===== config.mk =====
export PLATFORM = sky130hd
export DESIGN_NAME = fp_mult_pipe
export DESIGN_NICKNAME = d
export VERILOG_FILES = /design/src/rtl/fp_mult_pipe.sv
export SDC_FILE = /design/constraint.sdc
export NUM_CORES = 2
export LEC_CHECK = 0
export ABC_AREA = 1
export BUFFER_PORTS_ARGS = -buffer_cell sky130_fd_sc_hd__buf_2
export CORE_MARGIN = 4
export CORE_UTILIZATION = 60
export CTS_BUF_LIST = sky130_fd_sc_hd__clkbuf_8
export DETAILED_ROUTE_END_ITERATION = 7
export PLACE_DENSITY = 0.78
export SLEW_MARGIN = 40
export SYNTH_ARGS = -nofsm -noshare
export SYNTH_HDL_FRONTEND = slang
export SYNTH_SLANG_ARGS = --single-unit
export TNS_END_PERCENT = 1

===== constraint.sdc =====
create_clock -name clk -period 6.7 [get_ports clk]
set_input_delay 1.005 -clock clk [delete_from_list [all_inputs] [get_ports clk]]
set_output_delay 1.005 -clock clk [all_outputs]
set_load 0.01 [all_outputs]

===== src/rtl/fp_mult_pipe.sv =====
// Three-stage IEEE-754 binary multiplier with valid/ready flow control,
// round-to-nearest-even, denormal inputs flushed to zero and exception flags.
module fp_mult_pipe #(
  parameter int unsigned EXP_W = 8,
  parameter int unsigned MAN_W = 23
) (
  input  logic                 clk,
  input  logic                 reset,
  input  logic                 in_valid,
  output logic                 in_ready,
  input  logic [EXP_W+MAN_W:0] a,
  input  logic [EXP_W+MAN_W:0] b,
  output logic                 out_valid,
  input  logic                 out_ready,
  output logic [EXP_W+MAN_W:0] result,
  output logic                 overflow,
  output logic                 underflow,
  output logic                 invalid
);

  localparam int unsigned W    = 1 + EXP_W + MAN_W;
  localparam int unsigned MW   = MAN_W + 1;
  localparam int unsigned PW   = 2 * MW;
  localparam int unsigned EW   = EXP_W + 2;
  localparam int unsigned BIAS = (1 << (EXP_W - 1)) - 1;
  localparam int unsigned EMAX = (1 << EXP_W) - 1;

  localparam logic [1:0] CLS_FIN  = 2'd0;
  localparam logic [1:0] CLS_NAN  = 2'd1;
  localparam logic [1:0] CLS_INF  = 2'd2;
  localparam logic [1:0] CLS_ZERO = 2'd3;

  localparam logic [EXP_W-1:0] EXP_ONES = '1;

  // Global advance: the whole pipe moves unless the output is blocked.
  logic adv;
  assign adv      = !out_valid || out_ready;
  assign in_ready = adv;

  // Stage 1 combinational: unpack and classify.
  logic [EXP_W-1:0] ea, eb;
  logic [MAN_W-1:0] fa, fb;
  logic             a_zero, a_inf, a_nan, b_zero, b_inf, b_nan;
  logic [1:0]       cls1_c;
  logic [EW-1:0]    e1_c;

  always_comb begin
    ea     = a[W-2 -: EXP_W];
    eb     = b[W-2 -: EXP_W];
    fa     = a[MAN_W-1:0];
    fb     = b[MAN_W-1:0];
    a_zero = (ea == '0);
    b_zero = (eb == '0);
    a_inf  = (ea == EXP_ONES) && (fa == '0);
    b_inf  = (eb == EXP_ONES) && (fb == '0);
    a_nan  = (ea == EXP_ONES) && (fa != '0);
    b_nan  = (eb == EXP_ONES) && (fb != '0);
    cls1_c = CLS_FIN;
    if (a_nan || b_nan || (a_zero && b_inf) || (a_inf && b_zero)) begin
      cls1_c = CLS_NAN;
    end else if (a_inf || b_inf) begin
      cls1_c = CLS_INF;
    end else if (a_zero || b_zero) begin
      cls1_c = CLS_ZERO;
    end
    // Two's complement sum held in EW bits; wraps correctly for negatives.
    e1_c = EW'(ea) + EW'(eb) - EW'(BIAS);
  end

  // Pipeline valid bits
  logic v1, v2;

  // Stage 1 registers
  logic          s1_sign;
  logic [1:0]    s1_cls;
  logic [EW-1:0] s1_e;
  logic [MW-1:0] s1_ma, s1_mb;

  // Stage 2 registers
  logic          s2_sign;
  logic [1:0]    s2_cls;
  logic [EW-1:0] s2_e;
  logic [PW-1:0] s2_p;

  always_ff @(posedge clk) begin
    if (adv) begin
      s1_sign <= a[W-1] ^ b[W-1];
      s1_cls  <= cls1_c;
      s1_e    <= e1_c;
      s1_ma   <= {1'b1, fa};
      s1_mb   <= {1'b1, fb};
      s2_sign <= s1_sign;
      s2_cls  <= s1_cls;
      s2_e    <= s1_e;
      s2_p    <= PW'(s1_ma) * PW'(s1_mb);
    end
  end

  // Stage 3 combinational: normalise, round, range check, pack.
  logic [PW-1:0]    norm;
  logic [MW-1:0]    keep;
  logic             guard, sticky, rnd;
  logic [MW:0]      man_r;
  logic [EW-1:0]    e3;
  logic [MAN_W-1:0] frac3;
  logic             ovf_c, unf_c;
  logic [W-1:0]     res3_c;
  logic             ov3_c, un3_c, inv3_c;
  logic             unused_hidden;

  always_comb begin
    norm   = s2_p[PW-1] ? s2_p : {s2_p[PW-2:0], 1'b0};
    keep   = norm[PW-1 -: MW];
    guard  = norm[MAN_W];
    sticky = |norm[MAN_W-1:0];
    rnd    = guard && (sticky || keep[0]);
    man_r  = {1'b0, keep} + (MW+1)'(rnd);
    e3     = s2_e + EW'(s2_p[PW-1]) + EW'(man_r[MW]);
    frac3  = man_r[MW] ? '0 : man_r[MAN_W-1:0];
    ovf_c  = !e3[EW-1] && (e3 >= EW'(EMAX));
    unf_c  = e3[EW-1] || (e3 == '0);
    res3_c = {s2_sign, e3[EXP_W-1:0], frac3};
    ov3_c  = 1'b0;
    un3_c  = 1'b0;
    inv3_c = 1'b0;
    case (s2_cls)
      CLS_NAN: begin
        res3_c = {1'b0, EXP_ONES, 1'b1, (MAN_W-1)'(0)};
        inv3_c = 1'b1;
      end
      CLS_INF:  res3_c = {s2_sign, EXP_ONES, MAN_W'(0)};
      CLS_ZERO: res3_c = {s2_sign, (W-1)'(0)};
      default: begin
        if (ovf_c) begin
          res3_c = {s2_sign, EXP_ONES, MAN_W'(0)};
          ov3_c  = 1'b1;
        end else if (unf_c) begin
          res3_c = {s2_sign, (W-1)'(0)};
          un3_c  = 1'b1;
        end
      end
    endcase
  end

  assign unused_hidden = man_r[MAN_W];

  // Valid bits and output stage are reset; in-flight work is discarded.
  always_ff @(posedge clk) begin
    if (reset) begin
      v1        <= 1'b0;
      v2        <= 1'b0;
      out_valid <= 1'b0;
      result    <= '0;
      overflow  <= 1'b0;
      underflow <= 1'b0;
      invalid   <= 1'b0;
    end else if (adv) begin
      v1        <= in_valid;
      v2        <= v1;
      out_valid <= v2;
      if (v2) begin
        result    <= res3_c;
        overflow  <= ov3_c;
        underflow <= un3_c;
        invalid   <= inv3_c;
      end
    end
  end

endmodule


==> results_tabular.tex <==
\begin{tabular}{lr}
\hline
Metric & Value \\
\hline
\multicolumn{2}{l}{\textbf{Synth}} \\
Synth top area share & 35.7\% \\
Commonest cells in the netlist & inv\_1, nand2\_1, fa\_1 \\
Count of different cell masters after synthesis & 46 \\
Fraction of registers with async set or reset after synthesis & 0\% \\
Seq cells post-synth & 158 \\
Fraction of the yosys area taken by sequential cells & 16.1\% \\
Net count of the mapped netlist & 4104 \\
Mapped Cells & 3357 \\
Avg Inst Size Synth & 8.09 um\^{}2 \\
Number of enable flip-flop cells after synthesis & 120 \\
Most used standard cell by instance count after synthesis & inv\_1 \\
Library cell occupying the most area in the post-synthesis netlist & fa\_1 \\
Number of warning messages in the yosys log & 0 \\
Cell Area, Synth & 27200 um\^{}2 \\
Dominant cells by area after synthesis & fa\_1, inv\_1, edfxtp\_1, nand2\_1, ha\_1 \\
Dominant synthesized flop cell & edfxtp\_1 \\
\multicolumn{2}{l}{\textbf{Timing}} \\
Max Transition Viols Final & 0 \\
Achievable Freq & 0.154 GHz \\
Final hold violations & 0 \\
Fraction of the cycle the final worst path needs & 97.1\% \\
Worst setup margin & 196 ps \\
Rel. slew slack & 48.7\% \\
Setup Skew & 23.2 ps \\
Transition at the pin with the smallest max-transition slack & 770 ps \\
Final Setup Violations & 0 \\
Final min period & 6500 ps \\
\multicolumn{2}{l}{\textbf{Global routing}} \\
Final global-route overflow total & 0 \\
Total Routing Usage GR & 29.6\% \\
Antenna violations before repair & 2 \\
Maximum number of pins on one net before global-route repair & 81 \\
Global-route wire length before repair & 112000 um \\
Number of global-route vias before repair & 22294 \\
\multicolumn{2}{l}{\textbf{CTS}} \\
Number of hold buffers added after cts & 0 \\
Total number of H-tree levels & 4 \\
Num CTS Buffers & 17 \\
Clock latency of the later-clocked register in the worst-skew pair & 560 ps \\
Clock slew at the register clock pins of the worst setup and hold paths & 120 ps \\
Maximum buffer depth of the clock tree & 2 \\
Clock tree from TritonCTS & done \\
Cell at the root of the clock tree & clkbuf\_8 \\
Number of sinks driven by the clock tree & 158 \\
\multicolumn{2}{l}{\textbf{Placement}} \\
Final estimated routing congestion in global placement & 0.992 \\
Number of port buffers & 104 \\
Post-DP HPWL & 59400 um \\
Pre-CTS setup slack & 63.8 ps \\
\multicolumn{2}{l}{\textbf{Drt}} \\
Count of vias placed by the detailed router & 21795 \\
Via/cell ratio & 5.25 \\
DR DRC count & 0 \\
Number of iterations in the first detailed-routing pass & 6 \\
Routed WL & 69600 um \\
1st-iter DRT viols & 1712 \\
Post-route antenna net violation count & 0 \\
Wirelength per Cell & 16.8 um \\
\multicolumn{2}{l}{\textbf{Cells and area}} \\
Filler Cells Inserted & 3695 \\
Final layout net count & 4290 \\
Synth-to-Final Area Change & 10.3\% \\
Share of post-route cells with drive strength above 1 & 10.5\% \\
\multicolumn{2}{l}{\textbf{Setup path}} \\
Critical path arrival & 6800 ps \\
Reg-to-reg critical path startpoint & s1\_mb[0]\$\_DFFE\_PN\_ \\
Kind of critical path & reg2reg \\
Startpoint types & flop \\
Worst Setup SP & s1\_mb[0]\$\_DFFE\_PN\_ \\
Crit path max fanout & 5 \\
Data required time of the worst path & 7000 ps \\
Capturing element type of the critical path & flop \\
\multicolumn{2}{l}{\textbf{Hold path}} \\
Worst hold path type & reg2reg \\
Hold Crit Start & s1\_e[8]\$\_DFFE\_PN\_ \\
\multicolumn{2}{l}{\textbf{Floorplanning}} \\
Starting density of the core & 61.0\% \\
Die width & 221 um \\
Number of standard-cell rows in the floorplan & 77 \\
Full die area & 48800 um\^{}2 \\
DIE HEIGHT & 221 um \\
Area inside the core boundary & 44500 um\^{}2 \\
Top-Level Pins & 105 \\
\multicolumn{2}{l}{\textbf{Status}} \\
Status & completed \\
\multicolumn{2}{l}{\textbf{Run}} \\
Max Cap Viol & 0 \\
\hline
\end{tabular}
-- registers in the layout, indices dropped and copies added, names as in the netlist, 2 cells and up --
| name | count |
|---|---|
| s1_e | 10 |
| s2_p | 48 |
| s2_e | 10 |
| s2_cls | 2 |
| result | 32 |
| s1_mb | 23 |
| s1_ma | 23 |
| s1_cls | 2 |
-- what timing repair did --
| item | in CTS | in global routing |
|---|---|---|
| hold endpoints to repair | 0 | 0 |
| resized for setup | 0 | 18 |
| setup buffers | 0 | 20 |
| endpoints found under the setup margin | 0 | 26 |
-- logic make-up (layout without fill, tap and decap cells) --
| group | after synthesis | after routing | share of synthesized area (%) |
|---|---|---|---|
| and+or+nand+nor | 1141 | 1141 | 17.5 |
| buffers and inverters | 1103 | 1302 | 15.5 |
| adders and majority gates | 679 | 679 | 44.6 |
| AOI/OAI and AO/OA | 222 | 222 | 4.59 |
| DFF | 158 | 158 | 16.1 |
| xor gates and xnor gates | 54 | 54 | 1.74 |
| other | 0 | 1 | 0 |
-- worst paths after layout --
kind	slack, ps	cells after the start	end
worst max-delay path	200	25	s2_p[39]$_DFFE_PN_
worst min-delay path	420	0	s2_e[8]$_DFFE_PN_
worst max register to register	200	25	s2_p[39]$_DFFE_PN_
worst min register to register	420	0	s2_e[8]$_DFFE_PN_
-- cell usage in the layout (no fill, tap or decap), types with 22 or more instances in the layout --
cell / count
inv_1: 990
nand2_1: 814
fa_1: 484
ha_1: 195
nor2_1: 152
buf_4: 146
edfxtp_1: 120
buf_2: 105
a21oi_1: 92
o21ai_0: 61
nand3_1: 57
dfxtp_1: 38
xor2_1: 37
nand4_1: 34
buf_12: 22
-- per-layer routing --
metal  routed length, um  track usage, %
met5                   0               0
met4                2540            10.8
met3                4730            4.39
met2               34200            50.4
met1               28100            38.9
-- layout make-up --
type	instances	area, um^2	share of cell area [%]
multi-input cells	2096	18600	62.2
well taps	592	741	2.47
repair buffers	274	2070	6.92
clock inverters	15	170	0.568
diodes	1	2.50	0.00835
inverters	996	3740	12.5
flip-flops and latches	158	4360	14.6
clock buffers	17	234	0.781
-- stage by stage --
| stage | TNS [ps] | utilization (%) | std cells | cell area (um^2) | hold WS, ps |
|---|---|---|---|---|---|
| 2_1_floorplan | 0 | - | 3357 | 27200 | 400 |
| 3_3_place_gp | 0 | 65.8 | 4096 | 29300 | 403 |
| 3_5_place_dp | 0 | 65.8 | 4096 | 29300 | 406 |
| 4_1_cts | 0 | 66.8 | 4128 | 29700 | 425 |
| 5_1_grt | -15.9 | 67.3 | 4149 | 30000 | 432 |
| 6_report | 0 | 67.3 | 4149 | 30000 | 424 |
-- critical path, stage by stage, from the launching register on --
cell,delay (ps)
edfxtp_1,470
buf_4,190
nand2_1,60
inv_1,50
fa_1,520
fa_1,550
inv_1,60
fa_1,530
inv_1,50
fa_1,490
inv_1,50
fa_1,530
inv_1,50
fa_1,470
inv_1,50
fa_1,470
inv_1,40
ha_1,310
a21oi_1,250
o21ai_0,150
a21oi_1,210
o21ai_0,160
buf_4,160
nand2_1,40
nand3_1,130
xor2_1,170
Power is not shown: default switching activity piles up to over one toggle a cycle in this logic, so the estimate is an artifact.
